## src/rtl/axi_lite_pkg.sv

```systemverilog
// axi_lite_pkg: shared AXI4-Lite widths and response codes
package axi_lite_pkg;
    localparam int AXI_DATA_WIDTH = 32;
    localparam int AXI_ADDR_WIDTH = 6;
    localparam int STRB_WIDTH     = AXI_DATA_WIDTH / 8;
    typedef enum logic [1:0] {
        RESP_OKAY   = 2'b00,
        RESP_EXOKAY = 2'b01,
        RESP_SLVERR = 2'b10,
        RESP_DECERR = 2'b11
    } axi_resp_e;
endpackage

```

## src/rtl/axi_lite_hold_buf.sv

```systemverilog
// axi_lite_hold_buf: one-entry valid/ready holding register with registered ready
module axi_lite_hold_buf #(
    parameter int W = 8
) (
    input  logic         clk,
    input  logic         rst_i,
    input  logic [W-1:0] in_data,
    input  logic         in_valid,
    output logic         in_ready,
    input  logic         clr,
    output logic         full,
    output logic [W-1:0] data
);
    logic         full_q, full_d;
    logic         ready_q, ready_d;
    logic [W-1:0] data_q, data_d;
    logic         hs;

    // capture on handshake, empty on clear; ready mirrors the next empty state
    always_comb begin
        hs      = in_valid & ready_q;
        full_d  = clr ? 1'b0 : (hs ? 1'b1 : full_q);
        ready_d = ~full_d;
        data_d  = hs ? in_data : data_q;
    end

    // state registers; ready stays low during reset and rises on the first edge after
    always_ff @(posedge clk or negedge rst_i) begin
        if (!rst_i) begin
            full_q  <= 1'b0;
            ready_q <= 1'b0;
            data_q  <= '0;
        end else begin
            full_q  <= full_d;
            ready_q <= ready_d;
            data_q  <= data_d;
        end
    end

    assign in_ready = ready_q;
    assign full     = full_q;
    assign data     = data_q;
endmodule

```

## src/rtl/axi_lite_wr_slave.sv

```systemverilog
// axi_lite_wr_slave: AXI4-Lite write responder committing strobed writes into a register bank
module axi_lite_wr_slave
    import axi_lite_pkg::*;
#(
    parameter int                    DATA_WIDTH = AXI_DATA_WIDTH,
    parameter int                    ADDR_WIDTH = AXI_ADDR_WIDTH,
    parameter int                    NUM_REGS   = 16,
    parameter logic [NUM_REGS-1:0]   RO_MASK    = '0,
    parameter logic [DATA_WIDTH-1:0] RST_VAL    = '0
) (
    input  logic                           clk,
    input  logic                           rst_i,
    input  logic [ADDR_WIDTH-1:0]          awaddr,
    input  logic [2:0]                     awprot,
    input  logic                           awvalid,
    output logic                           awready,
    input  logic [DATA_WIDTH-1:0]          wdata,
    input  logic [DATA_WIDTH/8-1:0]        wstrb,
    input  logic                           wvalid,
    output logic                           wready,
    output logic [1:0]                     bresp,
    output logic                           bvalid,
    input  logic                           bready,
    output logic [NUM_REGS*DATA_WIDTH-1:0] regs_o,
    output logic [NUM_REGS-1:0]            wr_pulse_o
);
    localparam int IW = ADDR_WIDTH - 2;
    localparam int NI = 2 ** IW;
    localparam int SW = DATA_WIDTH / 8;

    function automatic logic [NI-1:0] err_map();
        for (int i = 0; i < NI; i++)
            err_map[i] = (i >= NUM_REGS) ? 1'b1 : RO_MASK[i % NUM_REGS];
    endfunction

    localparam logic [NI-1:0] ERR_MAP = err_map();

    logic                               aw_full, w_full, commit, err;
    logic [ADDR_WIDTH-1:0]              aw_addr;
    logic [DATA_WIDTH+SW-1:0]           w_pay;
    logic [DATA_WIDTH-1:0]              w_data;
    logic [SW-1:0]                      w_strb;
    logic [IW-1:0]                      idx;
    logic [NUM_REGS-1:0][DATA_WIDTH-1:0] regs_q, regs_d;
    logic [NUM_REGS-1:0]                pulse_q, pulse_d;
    logic                               bvalid_q, bvalid_d;
    axi_resp_e                          bresp_q, bresp_d;
    logic                               unused_ok;

    axi_lite_hold_buf #(.W(ADDR_WIDTH)) u_aw (
        .clk(clk), .rst_i(rst_i), .in_data(awaddr), .in_valid(awvalid), .in_ready(awready),
        .clr(commit), .full(aw_full), .data(aw_addr)
    );

    axi_lite_hold_buf #(.W(DATA_WIDTH + SW)) u_w (
        .clk(clk), .rst_i(rst_i), .in_data({wstrb, wdata}), .in_valid(wvalid), .in_ready(wready),
        .clr(commit), .full(w_full), .data(w_pay)
    );

    assign {w_strb, w_data} = w_pay;
    assign commit = aw_full & w_full & (~bvalid_q | bready);
    assign idx    = aw_addr[ADDR_WIDTH-1:2];
    assign err    = ERR_MAP[idx];

    // decode, byte-strobe merge, write pulse and B channel next state
    always_comb begin
        regs_d   = regs_q;
        pulse_d  = '0;
        for (int i = 0; i < NUM_REGS; i++) begin
            pulse_d[i] = commit & ~err & (idx == IW'(i));
            for (int b = 0; b < SW; b++)
                if (pulse_d[i] & w_strb[b]) regs_d[i][8*b +: 8] = w_data[8*b +: 8];
        end
        bvalid_d = commit | (bvalid_q & ~bready);
        bresp_d  = commit ? (err ? RESP_SLVERR : RESP_OKAY) : bresp_q;
    end

    // register bank and response state
    always_ff @(posedge clk or negedge rst_i) begin
        if (!rst_i) begin
            regs_q   <= {NUM_REGS{RST_VAL}};
            pulse_q  <= '0;
            bvalid_q <= 1'b0;
            bresp_q  <= RESP_OKAY;
        end else begin
            regs_q   <= regs_d;
            pulse_q  <= pulse_d;
            bvalid_q <= bvalid_d;
            bresp_q  <= bresp_d;
        end
    end

    assign regs_o     = regs_q;
    assign wr_pulse_o = pulse_q;
    assign bvalid     = bvalid_q;
    assign bresp      = bresp_q;
    assign unused_ok  = ^{awprot, aw_addr[1:0]};
endmodule

```

## config.mk

```make
export PLATFORM = sky130hd
export DESIGN_NAME = axi_lite_wr_slave
export DESIGN_NICKNAME = d
export VERILOG_FILES = /design/src/rtl/axi_lite_pkg.sv /design/src/rtl/axi_lite_hold_buf.sv /design/src/rtl/axi_lite_wr_slave.sv
export SDC_FILE = /design/constraint.sdc
export NUM_CORES = 1
export LEC_CHECK = 0
export BUFFER_PORTS_ARGS = -buffer_cell sky130_fd_sc_hd__buf_2
export CAP_MARGIN = 10
export CORE_MARGIN = 2
export CORE_UTILIZATION = 25
export DETAILED_ROUTE_END_ITERATION = 8
export HOLD_SLACK_MARGIN = 0.08
export PLACE_DENSITY = 0.52
export RECOVER_POWER = 100
export SLEW_MARGIN = 20
export SYNTH_ARGS = -nofsm -noshare
export SYNTH_HDL_FRONTEND = slang
export SYNTH_SLANG_ARGS = --single-unit
```

## constraint.sdc

```tcl
create_clock -name clk -period 2.1 [get_ports clk]
set_input_delay 0.105 -clock clk [delete_from_list [all_inputs] [get_ports clk]]
set_output_delay 0.105 -clock clk [all_outputs]
set_load 0.01 [all_outputs]
```

## Word level (Yosys, flattened, before mapping)

Memory sizes are Yosys's and may differ from the RTL's.
Index checks and enable logic that the tools add are counted.

| operators by class | value |
|---|---|
| reductions and logical operators | 1 |
| multiplexer cells | 6 |
| eq/ne operators | 15 |
| bitwise logic cells | 93 |
| $lt $le $gt $ge | 1 |

Operators with widths:

| kind | number |
|---|---|
| $and A1 B1 Y1 | 86 |
| $eq A4 B4 Y1 const B | 8 |
| $eq A4 B3 Y1 const B | 4 |
| $eq A4 B2 Y1 const B | 2 |
| $lt A4 B5 Y1 const B | 1 |
| $mux W1 | 5 |
| $not A1 Y1 | 5 |
| $eq A4 B1 Y1 const B | 1 |
| $logic_not A4 Y1 | 1 |
| $mux W2 | 1 |
| $or A1 B1 Y1 | 2 |

| word-level totals | value |
|---|---|
| register bits after elaboration | 577 |
| output and inout bits | 533 |
| ROM bits | 16 |
| memories kept | 1 |
| word-level logic and storage cells | 190 |
| input bits | 50 |

Memory list:

| name | words | width | read ports | clocked after Yosys merged registers in | write ports | RTL line | text |
|---|---|---|---|---|---|---|---|
| (no name shown) | 16 | 1 | 1 | 0 | 0 | axi_lite_wr_slave.sv:63 | `assign err = ERR_MAP[idx];` |

## Logic depth before layout (Yosys ltp)

Gate-level depths: netlist of the first run.

| depth | value |
|---|---|
| depth after elaboration | 6 |
| depth in mapped cells | 6 |
| gate-level depth less buffers | 3 |

## Modules after synthesis

From an unflattened synthesis of the first run, not the netlist that was laid out.

| second synthesis, totals | value |
|---|---|
| cell total of the unflattened synthesis | 1331 |
| area total of the unflattened synthesis | 22776.8 µm² |

By module, submodules not included:

| module | cells an instance | seq. area each (µm²) | times used | area each (µm²) |
|---|---|---|---|---|
| axi_lite_wr_slave | 1232 | 13237.7 | 1 | 20905.0 |
| axi_lite_hold_buf (u_w) | 81 | 950.9 | 1 | 1555.2 |
| axi_lite_hold_buf (u_aw) | 18 | 200.2 | 1 | 316.6 |

## Worst setup path before layout of the first run

OpenSTA, ideal clock, no wires.

| timing path | value |
|---|---|
| path type | register to register |
| from | register bvalid_q (netlist: bvalid) |
| to | register regs_q (netlist bit regs_o[384]) |
| data required time | 1975 ps |
| library setup time | 125 ps |
| cell stages (with the launch flop) | 6 |
| clock period less this slack | 2007 ps |
| setup slack | 93 ps |
| data arrival time | 1882 ps |
| path buffers | 2 |
| cell sequence | dfrtp_1 > nor2b_1 > buf_4 > buf_2 > nor4_4 > mux2_2 |

| on the way | value |
|---|---|
| longest elaborated chain between the ends | 6 |

Ends and longest elaborated chain:

| what | RTL line | text |
|---|---|---|
| from (decl) | axi_lite_wr_slave.sv:46 | `logic bvalid_q, bvalid_d;` |
| from (signal assigned) | axi_lite_wr_slave.sv:88 | `bvalid_q <= bvalid_d;` |
| $not A1 Y1 | axi_lite_wr_slave.sv:61 | `assign commit = aw_full & w_full & (~bvalid_q \| bready);` |
| $or A1 B1 Y1 | axi_lite_wr_slave.sv:61 |  |
| $and A1 B1 Y1 | axi_lite_wr_slave.sv:61 |  |
| $and A1 B1 Y1 (2 in a row) | axi_lite_wr_slave.sv:70 | `pulse_d[i] = commit & ~err & (idx == IW'(i));` |
| $and A1 B1 Y1 | axi_lite_wr_slave.sv:72 | `if (pulse_d[i] & w_strb[b]) regs_d[i][8*b +: 8] = w_data[8*b +: 8];` |
| to (signal assigned) | axi_lite_wr_slave.sv:81 | `regs_q <= {NUM_REGS{RST_VAL}};` |
| to (signal assigned) | axi_lite_wr_slave.sv:86 | `regs_q <= regs_d;` |
| to (decl) | axi_lite_wr_slave.sv:44 | `logic [NUM_REGS-1:0][DATA_WIDTH-1:0] regs_q, regs_d;` |

Every way passes these cells.
A chain may end at the register's enable or synchronous reset.

## Worst setup path after layout of the first run

| timing path | value |
|---|---|
| from | register u_w.full_q (netlist: u_w.full) |
| to | register regs_q (netlist bit regs_o[436]) |

| on the way | value |
|---|---|
| longest elaborated chain between the ends | 5 |

Ends and longest elaborated chain:

| what | RTL line | text |
|---|---|---|
| from (decl) | axi_lite_hold_buf.sv:14 | `logic full_q, full_d;` |
| from (signal assigned) | axi_lite_hold_buf.sv:34 | `full_q <= full_d;` |
| $and A1 B1 Y1 (2 in a row) | axi_lite_wr_slave.sv:61 |  |
| $and A1 B1 Y1 (2 in a row) | axi_lite_wr_slave.sv:70 |  |
| $and A1 B1 Y1 | axi_lite_wr_slave.sv:72 |  |

Every way passes these cells.

==> flow_summary.json, run 1 <==
{
  "total_vias_in_the_final_route": 14200,
  "cp_slowest_cell": "dfrtp_1",
  "yosysSeqAreaShare_pct": 63.7,
  "cts.sink_count": 573,
  "final_max_slew_viol_count": 15,
  "area.growth.synth_to_final_pct": 30.4,
  "clk_root_buffer_cell": "clkbuf_16",
  "dr.first_iter.drc_count": 595,
  "grt_util_all_layers_pct": 15.4,
  "run_status": "finished, violations left",
  "fp.dieArea_um2": 92500,
  "cts_tree": "yes",
  "number_of_remaining_drc_errors": 0,
  "cp.required_ns": 2.57,
  "maxClockFrequency_ghz": 0.491,
  "report.final.setup_viol": 0,
  "worst_slack_ns": 0.0638,
  "totalWireLength_mm": 71.9,
  "clkSlewWorstSetupHoldPaths_ns": 0.06,
  "drv_cap": 1,
  "wire_per_inst_um": 21.8,
  "grt_first_pass_wirelength_mm": 107,
  "global_route.overflow_total": 0,
  "die_h_um": 304,
  "power_switching_share_pct": 36.6,
  "max_stage_delay_ns": 0.43,
  "initial_standard_cell_utilization_of_the_core_pct": 25.1,
  "register_area_um2": 14300,
  "worstSkewPairLatency_ns": 0.60,
  "finalWorstPathRequiredPeriod_ns": 2.04,
  "inserted_clock_buffers": 67,
  "nNetsFinal": 2123,
  "leakagePower_uw": 0.0134,
  "power.share.combinational_pct": 28.1,
  "syn-cell-area_um2": 22500,
  "synth.ff_latch_count": 573,
  "kind_of_launch_point_of_the_worst_setup_path": "flip-flop",
  "ant_nets": 0,
  "pwr_density_cell_nw_per_um2": 1420,
  "die_width_um": 304,
  "vias_in_the_first_global_route": 15400,
  "share_seq_of_total_power_pct": 44.3,
  "violations": "max-capacitance violations, max-slew violations",
  "power.net_switching_uw": 15300,
  "min_delay_path_class": "input port to flip-flop",
  "preCtsSetupSlack_ns": 0.0769,
  "ctsHtreeMaxLevel": 3,
  "placed_cells": 3134,
  "internal_power_uw": 26400,
  "clockPowerShare_pct": 27.7,
  "detailed_place_hpwl_mm": 51.6,
  "antenna_found_initial": 2,
  "clock_skew_ns": 0.0258,
  "instances_no_fill": 3298,
  "timing.setup.tns_ns": 0,
  "multi_input_area_um2": 7590,
  "worstPathCellList": "nand2_4 > buf_12 > buf_4 > nor4_4 > clkbuf_2 > mux2_2",
  "drt-pass1-iter-count": 4,
  "fillerInstances": 9062,
  "synthCells": 1329,
  "gp_routability_congestion": 0.776,
  "rows": 110,
  "core_area_um2": 89600,
  "crit_path_max_fanout": 19,
  "fin_crit_sh_pct": 97.0,
  "grt_max_degree": 90,
  "clockBufferDepth": 3,
  "final_hold_viol_count": 0,
  "max_ir_drop_vdd_mv": 0.599,
  "post_route_cells_drive_above_1_share_pct": 41.2,
  "yosysWarningCount": 0,
  "tightestPinTransition_ns": 1.57,
  "rsz0062_at_grt": "false",
  "post-route-util_pct": 32.8,
  "worst_setup_path_end_kind": "flip-flop",
  "timing.slew.headroom_pct": -4.84,
  "placement.io_buffers": 575,
  "synth.distinct_cells": 30,
  "syn_area_per_cell_um2": 16.9,
  "vias_per_cell": 4.32,
  "worstPathArrival_ns": 2.50,
  "critPathKind": "flip-flop to flip-flop",
  "io-pin-count": 583
}
-- critical path, delay by kind of cell, from the launching register on --
| family | cells | cell delay, ns |
|---|---|---|
| multiplexers | 1 | 0.38 |
| flip-flops | 1 | 0.43 |
| buffers and inverters | 3 | 0.74 |
| AND/OR/NAND/NOR | 2 | 0.33 |
-- cells in the final DEF (no fill, tap or decap), types with 12 or more instances in the layout --
cell and n:
buf_12 20, buf_2 54, buf_4 35, clkbuf_1 550
clkbuf_16 69, clkbuf_2 47, clkbuf_4 15, clkbuf_8 12
dfrtp_1 573, dlygate4sd3_1 43, mux2_2 528, mux2_4 21
nor2_1 12, nor4_4 32, or4_1 16
-- logic make-up (layout without fill, tap and decap cells) --
group / Yosys count / in the layout / share of synthesized area, %
AOI/OAI and AO/OA: 4 / 4 / 0.111
buffers and inverters: 84 / 872 / 1.94
DFF: 573 / 573 / 63.7
muxes: 552 / 552 / 28.0
other: 1 / 6 / 0.0167
and+or+nand+nor: 115 / 115 / 6.30
-- path summary, 6_finish.rpt --
path,from,endpoint,slack (ns),cells after the start
worst min-delay path,wdata[31],u_w.data[31],0.28,3
min in group asynchronous,rst_i,regs_o[234],1.27,3
worst min register to register,regs_o[319],regs_o[319],0.49,1
worst max-delay path,u_w.full,regs_o[436],0.06,6
max in group asynchronous,rst_i,regs_o[400],0.20,4
worst max register to register,u_w.full,regs_o[436],0.06,6
-- sequential cells by signal (all words and copies together), names as in the netlist --
| signal | count |
|---|---|
| u_aw.data | 4 |
| u_w.data | 36 |
| u_w.in_ready | 1 |
| u_aw.in_ready | 1 |
| u_w.full | 1 |
| regs_o | 512 |
| bvalid | 1 |
| wr_pulse_o | 16 |
| u_aw.full | 1 |
-- power by group through the flow --
stage | logic (uW) | registers, uW | clock network [uW]
after floorplan | 6140 | 18000 | 0
after global placement | 12900 | 18400 | 0
after detailed placement | 13100 | 18600 | 0
after CTS | 13200 | 18500 | 12000
after global routing | 12500 | 19100 | 12400
final | 11700 | 18500 | 11500
-- per-layer routing --
metal	up-vias	track usage, %	share of wire (%)
met5	-	0	0
met4	0	5.82	3.5
met3	117	3.75	5.6
met2	415	25.7	49
met1	7431	19.2	42
li1	6277	-	-
-- Yosys cell counts, drive strengths merged --
cell type / number / area (um2)
dfrtp: 573 / 14300
mux2: 552 / 6290
nor4: 48 / 1010
buf: 46 / 295
clkbuf: 37 / 139
or4: 16 / 120
nor2: 12 / 45.0
nand3b: 8 / 60.1
nand2: 6 / 25.0
nand2b: 5 / 31.3
nand3: 4 / 20.0
nor3: 4 / 20.0
or3: 4 / 25.0
or3b: 4 / 35.0
and2: 2 / 12.5
a21o: 1 / 7.51
a21oi: 1 / 5.00
conb: 1 / 3.75
inv: 1 / 3.75
nor2b: 1 / 6.26
o21a: 1 / 7.51
o21ai: 1 / 5.00
or2: 1 / 6.26
-- per-stage QoR --
step | hold slack, ns | power, uW | instance area, um2
floorplan | -0.191 | 24200 | 22500
global placement | 0.0433 | 31300 | 27800
detailed placement | 0.0524 | 31700 | 27800
CTS | 0.196 | 43600 | 30400
global route | 0.257 | 44100 | 29400
finish | 0.277 | 41700 | 29400
-- cell type report --
class / count / share of cell area (%)
Tap cell: 1176 / 5.01
Sequential cell: 573 / 48.8
Clock inverter: 23 / 0.835
Clock buffer: 91 / 6.57
Inverter: 1 / 0.0128
Multi-Input combinational cell: 673 / 25.9
Timing Repair Buffer: 757 / 12.9
Antenna cell: 4 / 0.0341
-- what timing repair did --
item | 4_1_cts | 5_1_grt
endpoints found under the setup margin | 0 | 7
hold endpoints to repair | 540 | 0
buffers inserted | 0 | 2
gates resized for setup | 0 | 0
hold buffers | 44 | 0
Note: power is estimated with default switching activity, not from simulation.
==> run 2: changes to the inputs <==
--- a/config.mk
+++ b/config.mk
@@ -13,6 +13,7 @@
 export HOLD_SLACK_MARGIN = 0.08
 export PLACE_DENSITY = 0.52
 export RECOVER_POWER = 100
+export SKIP_LAST_GASP = 1
 export SLEW_MARGIN = 20
 export SYNTH_ARGS = -nofsm -noshare
 export SYNTH_HDL_FRONTEND = slang
==> constraint.sdc (replaced) <==
create_clock -name clk -period 2.1 [get_ports clk]
set_input_delay 0.315 -clock clk [delete_from_list [all_inputs] [get_ports clk]]
set_output_delay 0.315 -clock clk [all_outputs]
set_load 0.01 [all_outputs]
==> run 2 against run 1 <==
Effect of this change: the run now ends clean; fmax is 1.1% lower; via count is essentially flat; total power rose by 1.1%; first-iteration DRC count increased by 6.9%; sequential share of layout area fell by 0.20 points; non-clock buffer count shrank 12; die area unchanged; clock power up 3%; flip-flop and latch count unchanged; register-to-register slack worse by 0.02 ns.
==> flow_summary.json, run 2 (synthesis results as in run 1) <==
{
  "gp_routability_congestion": 0.752,
  "global_route.overflow_total": 0,
  "preCtsSetupSlack_ns": 0.0396,
  "internal_power_uw": 26700,
  "clockPowerShare_pct": 28.2,
  "share_seq_of_total_power_pct": 43.7,
  "area.growth.synth_to_final_pct": 31.0,
  "post_route_cells_drive_above_1_share_pct": 41.7,
  "die_width_um": 304,
  "kind_of_launch_point_of_the_worst_setup_path": "flip-flop",
  "inserted_clock_buffers": 67,
  "number_of_remaining_drc_errors": 0,
  "total_vias_in_the_final_route": 14200,
  "critPathKind": "flip-flop to flip-flop",
  "min_delay_path_class": "input port to flip-flop",
  "maxClockFrequency_ghz": 0.486,
  "crit_path_max_fanout": 9,
  "fin_crit_sh_pct": 98.1,
  "detailed_place_hpwl_mm": 51.3,
  "totalWireLength_mm": 70.9,
  "drt-pass1-iter-count": 4,
  "power.share.combinational_pct": 28.1,
  "critPathBufInv": 2,
  "rsz0062_at_grt": "true",
  "initial_standard_cell_utilization_of_the_core_pct": 25.1,
  "clk_root_buffer_cell": "clkbuf_16",
  "max_ir_drop_vdd_mv": 0.669,
  "grt_max_degree": 106,
  "grt_util_all_layers_pct": 15.2,
  "core_area_um2": 89600,
  "dr.first_iter.drc_count": 636,
  "most_frequent_cells_in_the_layout": "dfrtp_1, clkbuf_1, mux2_2",
  "antenna_found_initial": 3,
  "final_max_slew_viol_count": 0,
  "worstPathArrival_ns": 2.53,
  "max_stage_delay_ns": 0.56,
  "vias_per_cell": 4.33,
  "fp.dieArea_um2": 92500,
  "nNetsFinal": 2111,
  "ctsHtreeMaxLevel": 3,
  "worstPathCellList": "or2_1 > buf_4 > or4_1 > buf_6 > mux2_2",
  "tightestPinTransition_ns": 1.35,
  "leakagePower_uw": 0.0135,
  "layout_commonest_cell": "dfrtp_1",
  "power_switching_share_pct": 36.7,
  "clockBufferDepth": 3,
  "io-pin-count": 583,
  "drv_cap": 0,
  "worst_slack_ns": 0.0407,
  "timing.slew.headroom_pct": 10.1,
  "finalWorstPathRequiredPeriod_ns": 2.06,
  "report.final.setup_viol": 0,
  "power.net_switching_uw": 15500,
  "pwr_density_cell_nw_per_um2": 1430,
  "wire_per_inst_um": 21.5,
  "clkSlewWorstSetupHoldPaths_ns": 0.06,
  "cts_tree": "yes",
  "grt_first_pass_wirelength_mm": 106,
  "rows": 110,
  "run_status": "finished clean",
  "cts.sink_count": 573,
  "worst_setup_path_end_kind": "flip-flop",
  "clock_skew_ns": 0.0227,
  "placement.io_buffers": 575,
  "cp_slowest_cell": "or4_1",
  "largest_register_ff_count": 512,
  "die_h_um": 304,
  "p_total_uw": 42100,
  "vias_in_the_first_global_route": 15500,
  "worstSkewPairLatency_ns": 0.61,
  "ant_nets": 0,
  "cp_top_family": "simple AND/OR/NAND/NOR gates",
  "final_hold_viol_count": 0,
  "cp.required_ns": 2.57
}
[run 2: cell types whose count changed in the layout (fill, tap and decap cells not counted), sizes merged]
| cell | previous run | this run |
|---|---|---|
| buf | 111 | 110 |
| clkbuf | 693 | 682 |
| clkinv | 14 | 19 |
| clkinvlp | 2 | 1 |
| diode | 4 | 2 |
| dlymetal6s4s | 1 | 0 |
| inv | 4 | 9 |
[run 2: path summary, 6_finish.rpt]
kind | cells after the start | slack [ns] | end | start
max | 5 | 0.04 | regs_o[104] | u_aw.data[4]
min | 3 | 0.47 | u_w.in_ready | wvalid
max reg2reg | 5 | 0.04 | regs_o[104] | u_aw.data[4]
min reg2reg | 1 | 0.49 | regs_o[317] | regs_o[317]
max in group asynchronous | 4 | 0.26 | regs_o[114] | rst_i
min in group asynchronous | 2 | 0.58 | regs_o[294] | rst_i
[run 2: metal layers]
layer / part of all wire (%) / track usage (%)
met1: 43 / 19.1
met2: 48 / 25.2
met5: 0.0099 / 0
met3: 5.8 / 4.07
met4: 3.5 / 5.21
[run 2: worst reg2reg max path: stages, from the launching register on]
cell	delay, ns
dfrtp_1	0.42
or2_1	0.26
buf_4	0.19
or4_1	0.57
buf_6	0.20
mux2_2	0.29
[run 2: repair_timing]
action,4_1_cts,5_1_grt
setup buffers,0,1
hold buffers,43,0
hold endpoints to repair,284,0
gates resized for setup,0,5
setup endpoints to repair,0,31
[run 2: cell type report]
cell class,count,area [um2]
Inverter,1,3.75
Fill cell,9079,60100
Timing Repair Buffer,745,3710
Clock inverter,32,319
Sequential cell,573,14300
Tap cell,1176,1470
Antenna cell,2,5.00
Clock buffer,90,1970
Multi-Input combinational cell,673,7680
[run 2: per-stage QoR]
step / utilization [%] / std cells / TNS (ns) / cell area (um2) / hold slack, ns
global placement: 31.0 / 3124 / 0 / 27800 / 0.255
floorplan: - / 1330 / 0 / 22500 / 0.0194
global route: 32.9 / 3290 / -0.000819 / 29500 / 0.448
finish: 32.9 / 3292 / 0 / 29500 / 0.472
CTS: 34.0 / 3289 / 0 / 30500 / 0.180
detailed placement: 31.0 / 3124 / 0 / 27800 / 0.259
[run 2: power by group through the flow]
| stage | combinational [uW] | clock (uW) | sequential (uW) |
|---|---|---|---|
| after floorplan | 6140 | 0 | 18000 |
| after global placement | 12900 | 0 | 18400 |
| after detailed placement | 13100 | 0 | 18500 |
| after CTS | 13200 | 12300 | 18400 |
| after global routing | 12700 | 12800 | 19000 |
| final | 11900 | 11900 | 18400 |
==> run 3: changes to the inputs <==
--- a/config.mk
+++ b/config.mk
@@ -7,11 +7,13 @@
 export LEC_CHECK = 0
 export BUFFER_PORTS_ARGS = -buffer_cell sky130_fd_sc_hd__buf_2
 export CAP_MARGIN = 10
+export CELL_PAD_IN_SITES_DETAIL_PLACEMENT = 0
+export CELL_PAD_IN_SITES_GLOBAL_PLACEMENT = 1
 export CORE_MARGIN = 2
 export CORE_UTILIZATION = 25
 export DETAILED_ROUTE_END_ITERATION = 8
 export HOLD_SLACK_MARGIN = 0.08
-export PLACE_DENSITY = 0.52
+export PLACE_DENSITY = 0.59
 export RECOVER_POWER = 100
 export SKIP_LAST_GASP = 1
 export SLEW_MARGIN = 20
==> run 3 against run 2 <==
Effect of this change: utilization increased by 0.092 points; count of clock-buffer cells in the layout increased by 1; clock skew increased by 0.0057 ns; die area unchanged.
==> flow_summary.json, run 3 (synthesis results as in run 1) <==
{
  "vias_in_the_first_global_route": 15600,
  "crit_path_max_fanout": 9,
  "drt-pass1-iter-count": 4,
  "clock_skew_ns": 0.0284,
  "cp_top_family": "simple AND/OR/NAND/NOR gates",
  "fin_crit_sh_pct": 97.3,
  "vias_per_cell": 4.32,
  "post-route-util_pct": 33.0,
  "detailed_place_hpwl_mm": 52.6,
  "worst_slack_ns": 0.0559,
  "worstPathCellList": "buf_12 > or3b_1 > or4_1 > buf_4 > mux2_2",
  "inserted_clock_buffers": 67,
  "cts.sink_count": 573,
  "clk_root_buffer_cell": "clkbuf_16",
  "critPathKind": "flip-flop to flip-flop",
  "ant_nets": 0,
  "grt_util_all_layers_pct": 15.6,
  "area.growth.synth_to_final_pct": 31.3,
  "max_stage_delay_ns": 0.43,
  "critPathBufInv": 2,
  "kind_of_launch_point_of_the_worst_setup_path": "flip-flop",
  "largest_register_ff_count": 512,
  "core_area_um2": 89600,
  "io-pin-count": 583,
  "p_total_uw": 42900,
  "worst_hold_slack_ns": 0.163,
  "cp.required_ns": 2.57,
  "drv_cap": 0,
  "run_status": "finished clean",
  "totalWireLength_mm": 73.0,
  "instances_no_fill": 3301,
  "worstPathArrival_ns": 2.52,
  "gp_routability_congestion": 0.747,
  "met2WireLength_mm": 35.1,
  "preCtsSetupSlack_ns": -0.293,
  "most_frequent_cells_in_the_layout": "dfrtp_1, clkbuf_1, mux2_2",
  "detailroute.wirelength.met3_mm": 4.14,
  "dr.first_iter.drc_count": 558,
  "antenna_found_initial": 5,
  "maxClockFrequency_ghz": 0.489,
  "number_of_remaining_drc_errors": 0,
  "worstSkewPairLatency_ns": 0.61,
  "placement.io_buffers": 575,
  "clockBufferDepth": 3,
  "initial_standard_cell_utilization_of_the_core_pct": 25.1,
  "min_delay_path_class": "input port to flip-flop",
  "post_route_cells_drive_above_1_share_pct": 41.6,
  "final_max_slew_viol_count": 0,
  "cp_slowest_cell": "dfrtp_2",
  "timing.slew.headroom_pct": 20.7,
  "rsz0062_at_grt": "false",
  "clkSlewWorstSetupHoldPaths_ns": 0.07,
  "max_ir_drop_vdd_mv": 0.567,
  "total_vias_in_the_final_route": 14300,
  "die_width_um": 304,
  "report.final.setup_viol": 0,
  "die_h_um": 304,
  "layout_commonest_cell": "dfrtp_1",
  "nNetsFinal": 2124,
  "pwr_density_cell_nw_per_um2": 1450,
  "ctsHtreeMaxLevel": 3,
  "fp.dieArea_um2": 92500,
  "finalWorstPathRequiredPeriod_ns": 2.04,
  "top_layer_used": "met5",
  "cts_tree": "yes",
  "grt_max_degree": 82,
  "met1_length_mm": 31.4,
  "tightestPinTransition_ns": 1.19,
  "leakagePower_uw": 0.0135,
  "global_route.overflow_total": 0,
  "placed_cells": 3131,
  "antenna_cells": 0,
  "worst_setup_path_end_kind": "flip-flop",
  "wire_per_inst_um": 22.1,
  "final_hold_viol_count": 0,
  "grt_first_pass_wirelength_mm": 108,
  "rows": 110
}
## run 3: cell types whose count changed in the layout (fill, tap and decap cells not counted), moves of 4 or more
cell,before,now
nor4_4,39,31
inv_6,8,1
clkbuf_1,543,553
buf_4,33,60
clkbuf_4,12,5
nor4_2,6,12
bufinv_16,4,9
clkbuf_8,16,12
clkbuf_2,42,27
buf_12,19,15
## run 3: what timing repair did
item,4_1_cts,5_1_grt
buffers inserted,7,0
setup endpoints to repair,472,84
pin swaps,0,0
resized for setup,3,12
hold buffers,42,0
endpoints found under the hold margin,269,0
cloned,1,0
## run 3: final timing paths
kind,start,endpoint,slack [ns],cells after the start
max in group asynchronous,rst_i,regs_o[341],0.39,3
min in group asynchronous,rst_i,regs_o[197],0.24,2
min reg2reg,regs_o[317],regs_o[317],0.50,1
max reg2reg,u_aw.data[3],regs_o[11],0.06,5
min,bready,bvalid,0.16,3
max,u_aw.data[3],regs_o[11],0.06,5
## run 3: cell type report
class	instances	area [um2]
clock buffer	91	1970
timing repair buffer	757	3780
inverter	1	3.75
tap	1176	1470
multi-input combinational	674	7620
sequential	573	14300
fill	9004	60000
clock inverter	29	393
## run 3: tightest hold or removal path, cell delays in order
cell	delay, ns
buf_2	0.16
nand2b_1	0.19
nand2_1	0.06
## run 3: through the flow
stage,setup TNS [ns],cell area [um2]
2_1_floorplan,0,22500
3_3_place_gp,-79.07,27700
3_5_place_dp,-98.42,27700
4_1_cts,0,30600
5_1_grt,0,29600
6_report,0,29600
## run 3: power by group
part           switching (uW)  total [uW]  internal [uW]
Clock                    4670       12400           7690
Combinational            6840       12100           5220
Sequential               3960       18400          14500
Total                   15500       42900          27400
## run 3: routing by layer
layer	GRT usage, %	vias up
li1	-	6268
met3	3.86	124
met1	19.6	7448
met5	0	-
met2	25.7	408
met4	6.20	2
